`src/rtl/recip_freq_counter.sv`:
```
// Reciprocal frequency / period / duty counter for an asynchronous sig_clk_i, measured over
// whole signal periods spanning at least a programmable gate, all in the ref_clk_i domain.
module recip_freq_counter #(
    parameter int unsigned CNT_WIDTH      = 32,
    parameter int unsigned GATE_WIDTH     = 32,
    parameter int unsigned SYNC_STAGES    = 2,
    parameter int unsigned TIMEOUT_CYCLES = 2**24
) (
    input  logic                  ref_clk_i,
    input  logic                  ref_rst_n_i,
    input  logic                  sig_clk_i,
    input  logic                  start_i,
    input  logic                  abort_i,
    input  logic                  cfg_cont_i,
    input  logic [GATE_WIDTH-1:0] cfg_gate_time_i,
    output logic                  busy_o,
    output logic                  res_valid_o,
    input  logic                  res_ready_i,
    output logic [CNT_WIDTH-1:0]  res_sig_cnt_o,
    output logic [CNT_WIDTH-1:0]  res_ref_cnt_o,
    output logic [CNT_WIDTH-1:0]  res_high_cnt_o,
    output logic                  res_ovf_o,
    output logic                  res_timeout_o
);

    localparam int unsigned TO_WIDTH = $clog2(TIMEOUT_CYCLES + 1);
    localparam logic [TO_WIDTH-1:0] TO_LIMIT = TO_WIDTH'(TIMEOUT_CYCLES);

    typedef enum logic [2:0] {StIdle, StArm, StGate, StClose, StDone} state_e;

    state_e                 state_q;
    logic [SYNC_STAGES-1:0] sync_q;
    logic                   sig_d_q;
    logic                   sig_s;
    logic                   sig_p;

    logic [CNT_WIDTH-1:0]   ref_q, sig_q, high_q;
    logic [CNT_WIDTH-1:0]   ref_inc, sig_inc, high_inc;
    logic [GATE_WIDTH-1:0]  gate_q, gate_inc, gate_time_q;
    logic [TO_WIDTH-1:0]    idle_q, idle_inc;
    logic                   ovf_q, ovf_inc;
    logic                   cont_q;
    logic                   gate_hit, idle_hit;

    logic                   busy_q, res_valid_q, res_ovf_q, res_timeout_q;
    logic [CNT_WIDTH-1:0]   res_sig_q, res_ref_q, res_high_q;

    // Synchroniser chain plus one extra flop for rising-edge detection
    always_ff @(posedge ref_clk_i or negedge ref_rst_n_i) begin
        if (!ref_rst_n_i) begin
            sync_q  <= '0;
            sig_d_q <= 1'b0;
        end else begin
            sync_q  <= {sync_q[SYNC_STAGES-2:0], sig_clk_i};
            sig_d_q <= sync_q[SYNC_STAGES-1];
        end
    end

    assign sig_s = sync_q[SYNC_STAGES-1];
    assign sig_p = sig_s & ~sig_d_q;

    // Saturating next values; any result counter pinned at all-ones raises the sticky ovf
    always_comb begin
        ref_inc  = ref_q;
        sig_inc  = sig_q;
        high_inc = high_q;
        gate_inc = gate_q;
        ovf_inc  = ovf_q;
        if (&ref_q) begin
            ovf_inc = 1'b1;
        end else begin
            ref_inc = ref_q + CNT_WIDTH'(1);
        end
        if (sig_p) begin
            if (&sig_q) begin
                ovf_inc = 1'b1;
            end else begin
                sig_inc = sig_q + CNT_WIDTH'(1);
            end
        end
        if (sig_s) begin
            if (&high_q) begin
                ovf_inc = 1'b1;
            end else begin
                high_inc = high_q + CNT_WIDTH'(1);
            end
        end
        if (!(&gate_q)) begin
            gate_inc = gate_q + GATE_WIDTH'(1);
        end
    end

    assign gate_hit = (gate_inc >= gate_time_q);
    assign idle_inc = idle_q + TO_WIDTH'(1);
    assign idle_hit = (idle_inc >= TO_LIMIT);

    always_ff @(posedge ref_clk_i or negedge ref_rst_n_i) begin
        if (!ref_rst_n_i) begin
            state_q       <= StIdle;
            ref_q         <= '0;
            sig_q         <= '0;
            high_q        <= '0;
            gate_q        <= '0;
            gate_time_q   <= '0;
            idle_q        <= '0;
            ovf_q         <= 1'b0;
            cont_q        <= 1'b0;
            busy_q        <= 1'b0;
            res_valid_q   <= 1'b0;
            res_sig_q     <= '0;
            res_ref_q     <= '0;
            res_high_q    <= '0;
            res_ovf_q     <= 1'b0;
            res_timeout_q <= 1'b0;
        end else if (abort_i) begin
            state_q     <= StIdle;
            busy_q      <= 1'b0;
            res_valid_q <= 1'b0;
        end else begin
            unique case (state_q)
                StIdle: begin
                    if (start_i) begin
                        gate_time_q <= (cfg_gate_time_i == '0) ? GATE_WIDTH'(1) : cfg_gate_time_i;
                        cont_q      <= cfg_cont_i;
                        ref_q       <= '0;
                        sig_q       <= '0;
                        high_q      <= '0;
                        gate_q      <= '0;
                        idle_q      <= '0;
                        ovf_q       <= 1'b0;
                        busy_q      <= 1'b1;
                        state_q     <= StArm;
                    end
                end
                StArm: begin
                    if (sig_p) begin
                        ref_q   <= '0;
                        sig_q   <= '0;
                        high_q  <= '0;
                        gate_q  <= '0;
                        idle_q  <= '0;
                        state_q <= StGate;
                    end else if (idle_hit) begin
                        res_sig_q     <= sig_q;
                        res_ref_q     <= ref_q;
                        res_high_q    <= high_q;
                        res_ovf_q     <= ovf_q;
                        res_timeout_q <= 1'b1;
                        res_valid_q   <= 1'b1;
                        state_q       <= StDone;
                    end else begin
                        idle_q <= idle_inc;
                    end
                end
                StGate, StClose: begin
                    ref_q  <= ref_inc;
                    sig_q  <= sig_inc;
                    high_q <= high_inc;
                    gate_q <= gate_inc;
                    ovf_q  <= ovf_inc;
                    idle_q <= sig_p ? '0 : idle_inc;
                    // A closing edge is counted into the result it closes
                    if (sig_p && (state_q == StClose || gate_hit)) begin
                        res_sig_q     <= sig_inc;
                        res_ref_q     <= ref_inc;
                        res_high_q    <= high_inc;
                        res_ovf_q     <= ovf_inc;
                        res_timeout_q <= 1'b0;
                        res_valid_q   <= 1'b1;
                        state_q       <= StDone;
                    end else if (!sig_p && idle_hit) begin
                        res_sig_q     <= sig_q;
                        res_ref_q     <= ref_q;
                        res_high_q    <= high_q;
                        res_ovf_q     <= ovf_q;
                        res_timeout_q <= 1'b1;
                        res_valid_q   <= 1'b1;
                        state_q       <= StDone;
                    end else if (state_q == StGate && gate_hit) begin
                        state_q <= StClose;
                    end
                end
                StDone: begin
                    if (res_ready_i) begin
                        res_valid_q <= 1'b0;
                        if (cont_q) begin
                            ref_q   <= '0;
                            sig_q   <= '0;
                            high_q  <= '0;
                            gate_q  <= '0;
                            idle_q  <= '0;
                            ovf_q   <= 1'b0;
                            state_q <= StArm;
                        end else begin
                            busy_q  <= 1'b0;
                            state_q <= StIdle;
                        end
                    end
                end
                default: begin
                    state_q     <= StIdle;
                    busy_q      <= 1'b0;
                    res_valid_q <= 1'b0;
                end
            endcase
        end
    end

    assign busy_o         = busy_q;
    assign res_valid_o    = res_valid_q;
    assign res_sig_cnt_o  = res_sig_q;
    assign res_ref_cnt_o  = res_ref_q;
    assign res_high_cnt_o = res_high_q;
    assign res_ovf_o      = res_ovf_q;
    assign res_timeout_o  = res_timeout_q;

endmodule

```
`config.mk`:
```
export PLATFORM = sky130hd
export DESIGN_NAME = recip_freq_counter
export DESIGN_NICKNAME = d
export VERILOG_FILES = /design/src/rtl/recip_freq_counter.sv
export SDC_FILE = /design/constraint.sdc
export NUM_CORES = 1
export LEC_CHECK = 0
export BUFFER_PORTS_ARGS = -buffer_cell sky130_fd_sc_hd__buf_2
export CORE_MARGIN = 1.5
export CORE_UTILIZATION = 60
export CTS_BUF_LIST = sky130_fd_sc_hd__clkbuf_2
export DETAILED_ROUTE_END_ITERATION = 12
export PLACE_DENSITY = 0.86
export SETUP_SLACK_MARGIN = 0.2
export SKIP_LAST_GASP = 1
export SLEW_MARGIN = 30
export SYNTH_ARGS = -nofsm -noshare
export SYNTH_HDL_FRONTEND = slang
export SYNTH_SLANG_ARGS = --single-unit
```
`constraint.sdc`:
```
create_clock -name ref_clk_i -period 5.26 [get_ports ref_clk_i]
set_clock_uncertainty 0.05 [all_clocks]
set_input_delay 0.263 -clock ref_clk_i [delete_from_list [all_inputs] [get_ports ref_clk_i]]
set_output_delay 0.263 -clock ref_clk_i [all_outputs]
set_load 0.02 [all_outputs]
```
==> impl_metrics.toml <==
[synthesis]
syn_nets = 1937
synth_fa_ha_area_share_pct = 2.69
synth_cells = 1861
synth_xor_area_share_pct = 5.71
synth_top_family_by_area = "compound AO/OA/AOI/OAI gates"
syn_area_per_cell_um2 = 9.24
synth_compound_area_share_pct = 19.7
synth.area.mux_share_pct = 7.74
ys.flop_type = "dfrtp_1"
async_flop_share_pct = 100
ys_ff_latch = 293
ys_warn_count = 0
ys_seq_area_share_pct = 42.7
synth-simple-area-share_pct = 17.2
synth_area_um2 = 17200
yosysUniqueCellTypes = 69
synth-edff-count = 0

[timing]
worstMarginPinSlew_ns = 0.959
rsz0062_at_grt = "false"
fmax_ghz = 0.202
period_share_pct = 94.3
tns_ns = 0
finalHoldViolCount = 0
drv_slew = 0
setup_violations = 0
max_slew_margin_pct = 36.0
period_minus_slack_ns = 4.96

[clock_network]
numCtsBuffers = 80
cts_root_buffer = "clkbuf_2"
clockBufferDepth = 3
clock-sinks = 293
path_clk_slew_ns = 0.10
cts.htree.levels = 3
clk_latency_ns = 0.90
tritoncts = "done"

[worst_hold_path]
hold_depth = 3
min_to = "gate_time_q[21]"
min_from = "cfg_gate_time_i[21]"
hold_class = "primary input to flop"

[routing]
viasPerCell = 6.55
drt-total-wl_mm = 48.9
wire_per_inst_um = 19.7
ant_nets = 0
drc_errors = 0
drt-pass1-iter-count = 9
first_iter_violations = 1876
num_vias = 16200

[pwr]
total_power_mw = 5.92
ir_drop_mv = 0.218
p_leak_nw = 8.57
powerDensity_nw_per_um2 = 302

[placed_design]
post-place-cells = 2278
gp_congestion = 0.885
place_area_um2 = 18200
io_buffers = 138
hpwl_mm = 29.2

[floorplan]
rows = 61
die_width_um = 172
die-area_um2 = 29700
io_pins = 139
core-area_um2 = 28000
start_util_pct = 61.4
die_y_um = 172

[setup_path]
crit_path_start_kind = "flop"
r2r-start = "gate_q[17]"
worstPathArrival_ns = 5.65
cp.required_ns = 5.95
reg2reg_depth = 18
reg2reg_slack_ns = 0.30
crit_fanout = 25
reg2reg_to = "res_ref_cnt_o[11]"
critPathKind = "flop to flop"
end_kind = "flop"

[finish]
syn_to_final_growth_pct = 14.1
nets = 2115
drive_above_1_share_pct = 21.4
final_util_pct = 70.0
design_area_um2 = 19600
final_cells = 2475

[global_route]
grt_max_degree = 155
grt_pass1_wl_mm = 77.0
antenna_found_initial = 1
grt_overflow = 0
gr-usage-all-layers_pct = 32.3
grt_pass1_vias = 15500

[job]
cap_violations = 0

[outcome]
status = "completed"
## power breakdown
part / total, mW / internal, mW / switching, mW
Clock: 1.77 / 0.778 / 0.988
Combinational: 1.46 / 0.513 / 0.944
Sequential: 2.69 / 2.48 / 0.217
## critical path, stage by stage, from the launching register on
cell and delay [ns]:
dfrtp_1 0.47, and3_1 0.27, and4_1 0.28, nand4_1 0.27, nor3b_1 0.35, buf_4 0.20
nand3_1 0.13, xnor2_1 0.24, ha_1 0.31, nand4_1 0.23, nor4_2 0.08, a2111oi_0 0.47
buf_4 0.21, o21ai_4 0.10, o31ai_2 0.35, a21oi_4 0.14, buf_4 0.18, buf_12 0.16
mux2_1 0.32
## how the worst max path moves through the flow
| stage | start | end | slack, ns | depth (start not counted) |
|---|---|---|---|---|
| after global routing | gate_q[6] | res_ref_cnt_o[10] | 0.02 | 18 |
| after global placement | gate_q[14] | res_sig_cnt_o[0] | 0.31 | 17 |
| after CTS | gate_q[6] | res_ref_cnt_o[17] | 0.21 | 16 |
| after floorplan | gate_q[6] | res_ref_cnt_o[15] | 0.72 | 17 |
| after detailed placement | gate_q[14] | res_sig_cnt_o[0] | 0.16 | 17 |
| final | gate_q[17] | res_ref_cnt_o[11] | 0.30 | 18 |
## synth_stat cells (53+ instances only)
cell type  number  area, um2
dfrtp_1       293       7330
o21ai_0       228       1140
nand2_1       190        713
mux2_2        104       1170
xnor2_1       101        885
clkbuf_1       82        308
nand3_1        79        395
nor2_1         75        282
a21oi_1        70        350
o211ai_1       63        473
inv_1          59        221
o31ai_1        53        398
## layout by cell type, fill, tap and decap left out, types with 11 or more instances in the layout
master,n
clkinv_1,15
nand2_1,189
a31oi_1,31
and3_1,24
or3_1,19
ha_1,37
nor4_1,23
o31ai_1,52
buf_2,137
dfrtp_1,290
nand4_1,42
xor2_1,11
nor2_1,71
dlygate4sd3_1,42
mux2_2,104
xnor2_1,101
buf_4,30
o2111ai_1,17
clkbuf_2,115
o21ai_0,228
a22o_1,11
and4_1,18
nand3_1,79
inv_1,59
a21oi_1,70
nor3_1,39
o211ai_1,63
and2_1,22
## kinds of logic (layout without fill, tap and decap cells)
group / Yosys count / in the layout
XOR/XNOR: 112 / 112
multiplexers: 119 / 119
flip-flops: 293 / 293
buffers and inverters: 185 / 420
AO/OA/AOI/OAI: 536 / 536
adder cells (fa/ha/maj): 37 / 37
AND/OR/NAND/NOR: 579 / 579
other: 0 / 1
## flip-flops by register name, indices dropped and copies added (netlist names)
signal          count
ovf_q               1
state_q             3
ref_q              32
sig_d_q             1
idle_q             25
res_ref_cnt_o      32
sig_q              32
cont_q              1
res_valid_o         1
res_sig_cnt_o      32
res_ovf_o           1
gate_time_q        32
sync_q              2
res_high_cnt_o     32
gate_q             32
busy_o              1
res_timeout_o       1
high_q             32
## area by class of cell
type	instances	area, um2
fillers	1992	8400
multi-input cells	1383	9230
repair buffers	222	1580
well taps	378	473
diodes	1	2.50
flip-flops and latches	293	7340
clock buffers	115	576
clock inverters	24	199
inverters	59	221
## per-layer routing
| layer | vias up | GRT usage [%] | routed length, um |
|---|---|---|---|
| met5 | - | 0 | 0 |
| met4 | 0 | 17.0 | 1970 |
| met3 | 179 | 6.57 | 5020 |
| met2 | 1008 | 51.2 | 22900 |
| met1 | 7764 | 41.9 | 19000 |
| li1 | 7267 | - | - |
## through the flow
| stage | hold WS [ns] | setup slack (ns) |
|---|---|---|
| finish | 0.115 | 0.298 |
| global route | 0.0928 | 0.0182 |
| CTS | 0.0713 | 0.209 |
| detailed placement | 0.282 | 0.155 |
| global placement | 0.269 | 0.314 |
| floorplan | -0.0826 | 0.724 |
## repair_timing
item | in CTS | in global routing
gates resized for setup | 4 | 13
buffers inserted | 1 | 9
hold endpoints to repair | 129 | 0
endpoints found under the setup margin | 7 | 101
hold buffers | 43 | 0
pin swaps | 1 | 5
cloned | 0 | 4
No activity file was read; power rests on OpenSTA's default activity.
